## src/rtl/ysyx_23060075_wbu_pkg.sv

```systemverilog
// ysyx_23060075_wbu_pkg: shared widths, load funct3 encodings and WBU state type
package ysyx_23060075_wbu_pkg;
   localparam int DEF_ISA_WIDTH      = 32;
   localparam int DEF_REG_ADDR_WIDTH = 5;
   localparam logic [2:0] F3_LB  = 3'b000;
   localparam logic [2:0] F3_LH  = 3'b001;
   localparam logic [2:0] F3_LW  = 3'b010;
   localparam logic [2:0] F3_LBU = 3'b100;
   localparam logic [2:0] F3_LHU = 3'b101;
   typedef enum logic {IDLE = 1'b0, WAIT_LOAD = 1'b1} wbu_state_e;
endpackage

```

## src/rtl/ysyx_23060075_wbu_load_ext.sv

```systemverilog
// ysyx_23060075_load_ext: load byte/half/word extraction with legality and alignment flags
module ysyx_23060075_load_ext
   import ysyx_23060075_wbu_pkg::*;
#(
   parameter int W = DEF_ISA_WIDTH
) (
   input  logic [2:0]   funct3,
   input  logic [1:0]   off,
   input  logic [W-1:0] word,
   output logic [W-1:0] data,
   output logic         illegal,
   output logic         misaligned
);
   logic [W-1:0] sh;
   assign sh = word >> {off, 3'b000};
   // LW only ever reaches extraction with offset 0, so the shifted word is the word itself
   assign data = funct3 == F3_LB  ? {{(W-8){sh[7]}}, sh[7:0]} :
                 funct3 == F3_LH  ? {{(W-16){sh[15]}}, sh[15:0]} :
                 funct3 == F3_LBU ? {{(W-8){1'b0}}, sh[7:0]} :
                 funct3 == F3_LHU ? {{(W-16){1'b0}}, sh[15:0]} : sh;
   assign illegal = !(funct3 inside {F3_LB, F3_LH, F3_LW, F3_LBU, F3_LHU});
   assign misaligned = ((funct3 == F3_LH || funct3 == F3_LHU) && off == 2'd3) ||
                       (funct3 == F3_LW && off != 2'd0);
endmodule

```

## src/rtl/ysyx_23060075_wbu.sv

```systemverilog
// ysyx_23060075_wbu: write-back unit driving the GPR write port, one registered write per retire
module ysyx_23060075_wbu
   import ysyx_23060075_wbu_pkg::*;
#(
   parameter int ISA_WIDTH      = DEF_ISA_WIDTH,
   parameter int REG_ADDR_WIDTH = DEF_REG_ADDR_WIDTH,
   parameter int TIMEOUT_CYCLES = 255
) (
   input  logic                      clk,
   input  logic                      rst,
   input  logic                      exu_valid,
   output logic                      exu_ready,
   input  logic [REG_ADDR_WIDTH-1:0] exu_rd,
   input  logic                      exu_wen,
   input  logic [ISA_WIDTH-1:0]      exu_data,
   input  logic                      exu_is_load,
   input  logic [2:0]                exu_funct3,
   input  logic                      lsu_rvalid,
   input  logic [ISA_WIDTH-1:0]      lsu_rdata,
   output logic [ISA_WIDTH-1:0]      gpr_w,
   output logic [REG_ADDR_WIDTH-1:0] gpr_w_addr,
   output logic                      gpr_w_en,
   output logic                      wb_done,
   output logic                      pend_valid,
   output logic [REG_ADDR_WIDTH-1:0] pend_rd,
   output logic                      err
);
   localparam logic [7:0] CNT_LAST = 8'(TIMEOUT_CYCLES - 1);
   wbu_state_e                state;
   logic [REG_ADDR_WIDTH-1:0] l_rd;
   logic                      l_wen;
   logic [2:0]                l_f3;
   logic [1:0]                l_off;
   logic [7:0]                cnt;
   logic [ISA_WIDTH-1:0]      ext_data;
   logic                      illegal;
   logic                      misaligned;
   logic                      in_wait;
   logic                      wait_pend;
   logic [2:0]                sel_f3;
   logic [1:0]                sel_off;
   assign in_wait   = state == WAIT_LOAD;
   assign exu_ready = state == IDLE;
   assign wait_pend = in_wait & l_wen & (l_rd != '0);
   assign pend_valid = gpr_w_en | wait_pend;
   assign pend_rd   = gpr_w_en ? gpr_w_addr : wait_pend ? l_rd : '0;
   // one extractor: checks the incoming request in IDLE, extracts the latched one in WAIT_LOAD
   assign sel_f3  = in_wait ? l_f3 : exu_funct3;
   assign sel_off = in_wait ? l_off : exu_data[1:0];
   ysyx_23060075_load_ext #(.W(ISA_WIDTH)) u_load_ext (
      .funct3     (sel_f3),
      .off        (sel_off),
      .word       (lsu_rdata),
      .data       (ext_data),
      .illegal    (illegal),
      .misaligned (misaligned)
   );
   always_ff @(posedge clk or negedge rst) begin
      if (!rst) begin
         state      <= IDLE;
         l_rd       <= '0;
         l_wen      <= 1'b0;
         l_f3       <= '0;
         l_off      <= '0;
         cnt        <= '0;
         gpr_w      <= '0;
         gpr_w_addr <= '0;
         gpr_w_en   <= 1'b0;
         wb_done    <= 1'b0;
         err        <= 1'b0;
      end else begin
         gpr_w_en <= 1'b0;
         wb_done  <= 1'b0;
         if (state == IDLE) begin
            if (exu_valid && !exu_is_load) begin
               gpr_w_en   <= exu_wen && exu_rd != '0;
               gpr_w_addr <= exu_rd;
               gpr_w      <= exu_data;
               wb_done    <= 1'b1;
            end else if (exu_valid) begin
               l_rd  <= exu_rd;
               l_wen <= exu_wen;
               l_f3  <= exu_funct3;
               l_off <= exu_data[1:0];
               cnt   <= '0;
               if (illegal || misaligned) begin
                  err     <= 1'b1;
                  wb_done <= 1'b1;
               end else begin
                  state <= WAIT_LOAD;
               end
            end
         end else if (lsu_rvalid) begin
            gpr_w_en   <= l_wen && l_rd != '0;
            gpr_w_addr <= l_rd;
            gpr_w      <= ext_data;
            wb_done    <= 1'b1;
            state      <= IDLE;
         end else if (cnt == CNT_LAST) begin
            err     <= 1'b1;
            wb_done <= 1'b1;
            state   <= IDLE;
         end else begin
            cnt <= cnt + 8'd1;
         end
      end
   end
endmodule

```

## config.mk

```make
export PLATFORM = sky130hd
export DESIGN_NAME = ysyx_23060075_wbu
export DESIGN_NICKNAME = d
export VERILOG_FILES = /design/src/rtl/ysyx_23060075_wbu_pkg.sv /design/src/rtl/ysyx_23060075_wbu_load_ext.sv /design/src/rtl/ysyx_23060075_wbu.sv
export SDC_FILE = /design/constraint.sdc
export NUM_CORES = 1
export LEC_CHECK = 0
export CORE_ASPECT_RATIO = 1.75
export CORE_MARGIN = 1.5
export CORE_UTILIZATION = 25
export DETAILED_ROUTE_END_ITERATION = 7
export PLACE_DENSITY = 0.49
export SLEW_MARGIN = 15
export SYNTH_ARGS = -nofsm -noshare
export SYNTH_HDL_FRONTEND = slang
export SYNTH_HIERARCHICAL = 1
export SYNTH_SLANG_ARGS = --single-unit
```

## constraint.sdc

```tcl
create_clock -name clk -period 3.3 [get_ports clk]
set_input_delay 0.825 -clock clk [delete_from_list [all_inputs] [get_ports clk]]
set_output_delay 0.825 -clock clk [all_outputs]
set_load 0.01 [all_outputs]
```

==> flow_summary.toml, run 1 <==
[layout]
fin_util = 0.3692
diodes = 0
syn_to_final_growth_pct = 44.86
n_fill_cell = 1536
final_area_um2 = 5450
drive_gt1_frac = 0.1095
fin_nets = 614

[setup_path]
crit_fanout = 4
end_kind = "output pin"
cp-startpoint = "l_rd[2]$_DFFE_PN0P_"
reg2reg_setup_slack_ns = 0.97
required_ns = 2.47
worstReg2RegEnd = "gpr_w[8]$_DFFE_PN0P_"
startpoint_type = "register"
reg2regPathDepth = 7
r2r_start = "in_wait$_DFF_PN0_"
path_class = "reg -> out"
arrival_ns = 2.14

[global_routing]
grt_pass1_wl_um = 18530
grt_usage = 0.1587
grt_overflow = 0
grt_pass1_vias = 3471
grt_max_degree = 76
antenna_found_initial = 0

[worst_hold_path]
hp-class = "reg -> reg"
hold_start = "l_f3[1]$_DFFE_PN0P_"
hold_depth = 2
hold_end = "l_f3[1]$_DFFE_PN0P_"

[placement]
hpwl_um = 9450
place.gp.congestion = 0.8943
pre_cts_ws_ns = 0.1996
io_buffers = 124
dpl_cell_area_um2 = 5146

[yosys]
synth_edf_count = 0
ys_seq_area_frac = 0.3991
async_flop_share = 1.000
syn_area_um2 = 3762
synth_warnings = 6
yosysUniqueCellTypes = 48
synth.area.top_cells = "dfrtp_1, mux2i_1, a21oi_1"
synth_top_cells_by_count = "dfrtp_1, nand2_1, mux2i_1"
syn_inst = 415
synth_flop_cell = "dfrtp_1"
synth_area_per_cell_um2 = 9.066
synth_nets = 495
yosys.area.top_type = "dfrtp_1"
synth_top_area_share = 0.3991
synth-seq-cells = 60

[clock_tree]
post_cts_resized = 0
cts_buffers = 9
postCtsSetupRepairBufs = 0
ctsRootBufferMaster = "clkbuf_16"
cts.reportedPaths.clkPinSlew_ns = 0.05
htreeDepth = 3
clk_path_buf_depth = 2
hold_buffers = 0
cts_tree = "done"
clock_sinks = 60
clk_latency_ns = 0.33

[floorplan]
die-area_um2 = 15820
core_um2 = 14760
placementRows = 59
die_x_um = 95.74
initial_core_util = 0.2548
io_pins = 125
die_height_um = 165.3

[status]
outcome = "finished clean"

[drt]
drt-total-wl_um = 12440
wire_per_inst_um = 17.23
drtPass1Iterations = 4
vias = 3425
drc = 0
drtAntennaViolNets = 0
viasPerCell = 4.744
drt_iter0_markers = 90

[timing]
whs_ns = 0.4681
fmax_mhz = 337.5
period_minus_slack_ns = 2.963
fin_skew_ns = 0.008087
setup_slack_ns = 0.3373
rsz0062_at_grt = "no"
fin_tns_setup_ns = 0
slew_headroom = 0.4807
worst_slew_pin_slew_ns = 0.7790
fin_crit_sh = 0.8978
final_hold_viol_count = 0
drv_slew = 0
setup_viol = 0

[power_and_ir_drop]
p_per_area_nw_per_um2 = 676.2
p_leak_nw = 2.202
peakVddDrop_mv = 0.2209

[run]
drv_cap = 0
==> power by group <==
group | switching [mW] | leakage (nW) | internal, mW | total, mW
logic | 0.761 | 1.35 | 0.802 | 1.56
registers | 0.173 | 0.701 | 0.981 | 1.15
clock network | 0.346 | 0.149 | 0.623 | 0.969
==> cell type report <==
| type | instances | area [um^2] | area share |
|---|---|---|---|
| multi-input cells | 325 | 2072 | 0.3802 |
| flip-flops and latches | 60 | 1503 | 0.2757 |
| repair buffers | 135 | 1331 | 0.2443 |
| clock buffers | 12 | 256.5 | 0.04706 |
| well taps | 183 | 229.0 | 0.04201 |
| clock inverters | 4 | 47.55 | 0.008724 |
| inverters | 3 | 11.26 | 0.002066 |
==> per-layer routing <==
metal	part of all wire	vias to the layer above	global-route usage
met4	0.029	0	0.07353
met3	0.050	16	0.02976
met1	0.38	1615	0.1717
li1	-	1694	-
met5	0	-	0
met2	0.54	100	0.2897
==> sequential cells by signal (all words and copies together), names as in the netlist <==
| name | flops |
|---|---|
| l_rd | 5 |
| gpr_w_addr | 5 |
| l_wen | 1 |
| cnt | 8 |
| wb_done | 1 |
| gpr_w_en | 1 |
| l_off | 2 |
| l_f3 | 3 |
| in_wait | 1 |
| gpr_w | 32 |
| err | 1 |
==> worst max-delay path, cell delays in order (launching register included) <==
cell             delay [ns]
dfrtp_1                0.42
or4_1                  0.53
o21ai_0                0.28
nand2b_1               0.10
clkdlybuf4s50_1        0.48
==> cells in the final DEF (no fill, tap or decap), types with 10 or more instances in the layout <==
cell             netlist  final
mux2i_1               56     56
buf_4                  7     10
a21oi_1               49     49
nor2_1                54     54
o21ai_0               26     26
nand2_1               60     60
a21oi_2               14     14
dfrtp_1               60     59
clkdlybuf4s50_1        0    123
nor2b_1               11     11
==> metrics by stage <==
| step | instances | total power [mW] |
|---|---|---|
| after global routing | 722 | 3.918 |
| after CTS | 722 | 3.734 |
| after detailed placement | 706 | 2.753 |
| final | 722 | 3.686 |
| after floorplan | 415 | 1.994 |
| after global placement | 706 | 2.732 |
==> how the worst max path moves through the flow <==
stage	slack [ns]	to
4_1_cts	0.31	pend_valid
3_5_place_dp	0.20	gpr_w[8]$_DFFE_PN0P_
5_1_grt	0.22	pend_valid
2_1_floorplan	0.86	gpr_w[31]$_DFFE_PN0P_
6_report	0.34	pend_valid
3_3_place_gp	0.20	gpr_w[8]$_DFFE_PN0P_
==> logic make-up (layout without fill, tap and decap cells) <==
kind of cell / Yosys count / in the layout / synth area share
and+or+nand+nor: 146 / 146 / 0.1763
AOI/OAI and AO/OA: 115 / 115 / 0.1959
muxes: 62 / 62 / 0.1699
DFF: 60 / 60 / 0.3991
buffers and inverters: 30 / 154 / 0.05221
adders and majority gates: 2 / 2 / 0.006650
No activity file was read; power rests on OpenSTA's default activity.
==> run 2, diff against run 1 <==
--- a/config.mk
+++ b/config.mk
@@ -10,6 +10,7 @@
 export CORE_UTILIZATION = 25
 export DETAILED_ROUTE_END_ITERATION = 7
 export PLACE_DENSITY = 0.49
+export RECOVER_POWER = 100
 export SLEW_MARGIN = 15
 export SYNTH_ARGS = -nofsm -noshare
 export SYNTH_HDL_FRONTEND = slang
==> run 2 against run 1 <==
The run now ends with max-capacitance violations, max-slew violations left. Fmax barely moved. Hold slack barely moved. Final area fell by 0.69%. Die area did not move. Worst setup slack got worse by 0.00086 ns.
==> flow_summary.toml, run 2 (synthesis results as in run 1) <==
[layout]
final_common_cell = "clkdlybuf4s50_1"
largest_reg_flops = 32
n_fill_cell = 1544
top_register = "gpr_w"
drive_gt1_frac = 0.1002
fin_util = 0.3666
fin_nets = 614
reg_top3 = "gpr_w x32, cnt x8"
diodes = 0
syn_to_final_growth_pct = 43.86
layout_common_cells = "clkdlybuf4s50_1, nand2_1, dfrtp_1, mux2i_1, nor2_1"
final_area_um2 = 5413

[global_routing]
grt_max_degree = 76
met3_usage = 0.02976
antenna_found_initial = 0
grt_use_met2 = 0.2897
grt_usage = 0.1587
grt_pass1_vias = 3471
grt.met1_usage = 0.1717
top_usage_layer = "met2"
grt_pass1_wl_um = 18530
grt_overflow = 0

[clock_tree]
cts.reportedPaths.clkPinSlew_ns = 0.05
clk_path_buf_depth = 2
clock_sinks = 60
ctsRootBufferMaster = "clkbuf_16"
hold_buffers = 0
clk_latency_ns = 0.33
cts_tree = "done"
cts_buffers = 9
htreeDepth = 3
post_cts_resized = 0
postCtsSetupRepairBufs = 0

[drt]
drc = 0
drt_iter0_markers = 91
drt-total-wl_um = 12430
drtPass1Iterations = 4
vias = 3423
viasPerCell = 4.741
drtAntennaViolNets = 0
wire_per_inst_um = 17.22

[floorplan]
die_height_um = 165.3
initial_core_util = 0.2548
io_pins = 125
placementRows = 59
core_um2 = 14760
die_x_um = 95.74
die-area_um2 = 15820

[setup_path]
path_class = "reg -> out"
end_kind = "output pin"
cp-startpoint = "in_wait$_DFF_PN0_"
startpoint_type = "register"
reg2reg_setup_slack_ns = 0.58
crit_fanout = 9
r2r_start = "in_wait$_DFF_PN0_"
arrival_ns = 2.14
worstReg2RegEnd = "gpr_w[31]$_DFFE_PN0P_"
required_ns = 2.47
reg2regPathDepth = 6

[worst_hold_path]
hold_end = "l_f3[1]$_DFFE_PN0P_"
hold_depth = 2
hp-class = "reg -> reg"
hold_start = "l_f3[1]$_DFFE_PN0P_"

[timing]
final_hold_viol_count = 0
fmax_mhz = 337.4
rsz0062_at_grt = "no"
setup_viol = 0
worst_slew_pin_slew_ns = 1.865
fin_tns_setup_ns = 0
drv_slew = 111
fin_skew_ns = 0.008399
fin_crit_sh = 0.8980
period_minus_slack_ns = 2.964
slew_headroom = -0.2436

[power_and_ir_drop]
p_per_area_nw_per_um2 = 663.1
p_sw_frac = 0.3532
power.total_mw = 3.589
sequentialPowerShare = 0.318
switching_power_mw = 1.268
share_comb_of_total_power = 0.411
p_leak_nw = 2.170
peakVddDrop_mv = 0.2210
p_int_mw = 2.322
p_clk_frac = 0.270

[placement]
place.gp.congestion = 0.8943
hpwl_um = 9450
io_buffers = 124
dpl_cell_area_um2 = 5146

[status]
violations = "max-capacitance violations, max-slew violations"
outcome = "finished, violations left"

[run]
drv_cap = 2
-- run 2: layout make-up --
type | instances | area [um^2] | share of cell area
Clock buffer | 12 | 256.5 | 0.04739
Clock inverter | 4 | 47.55 | 0.008784
Inverter | 3 | 11.26 | 0.002080
Multi-Input combinational cell | 325 | 2059 | 0.3805
Sequential cell | 60 | 1501 | 0.2774
Tap cell | 183 | 229.0 | 0.04230
Timing Repair Buffer | 135 | 1308 | 0.2416
-- run 2: metrics by stage --
stage / hold WS, ns / worst slack [ns] / std cells
2_1_floorplan: 0.4393 / 0.8586 / 415
3_3_place_gp: 0.4514 / 0.1998 / 706
3_5_place_dp: 0.4582 / 0.1996 / 706
4_1_cts: 0.4708 / 0.3091 / 722
5_1_grt: 0.4929 / 0.1317 / 722
6_report: 0.4684 / 0.3365 / 722
-- run 2: worst max-delay path by stage --
stage / to / slack [ns] / cells past startpoint
floorplan: gpr_w[31]$_DFFE_PN0P_ / 0.86 / 8
global placement: gpr_w[8]$_DFFE_PN0P_ / 0.20 / 8
detailed placement: gpr_w[8]$_DFFE_PN0P_ / 0.20 / 8
CTS: pend_valid / 0.31 / 4
global route: pend_rd[3] / 0.13 / 4
finish: pend_rd[4] / 0.34 / 4
-- run 2: routing by layer --
| metal | vias up | part of all wire |
|---|---|---|
| li1 | 1692 | - |
| met3 | 16 | 0.049 |
| met2 | 97 | 0.54 |
| met5 | - | 0 |
| met4 | 0 | 0.029 |
| met1 | 1618 | 0.38 |
-- run 2: worst max-delay path: stages, from the launching register on --
cell and delay [ns]:
dfrtp_1 0.55, and2_0 0.37, nand2_1 0.10, o21ai_0 0.16
dlygate4sd3_1 0.63
-- run 2: power by group through the flow --
stage,Combinational [mW],Clock [mW],Sequential [mW]
final,1.48,0.970,1.14
after floorplan,0.773,0,1.22
after global placement,1.57,0,1.16
after CTS,1.59,0.987,1.16
after detailed placement,1.58,0,1.17
after global routing,1.62,1.03,1.18
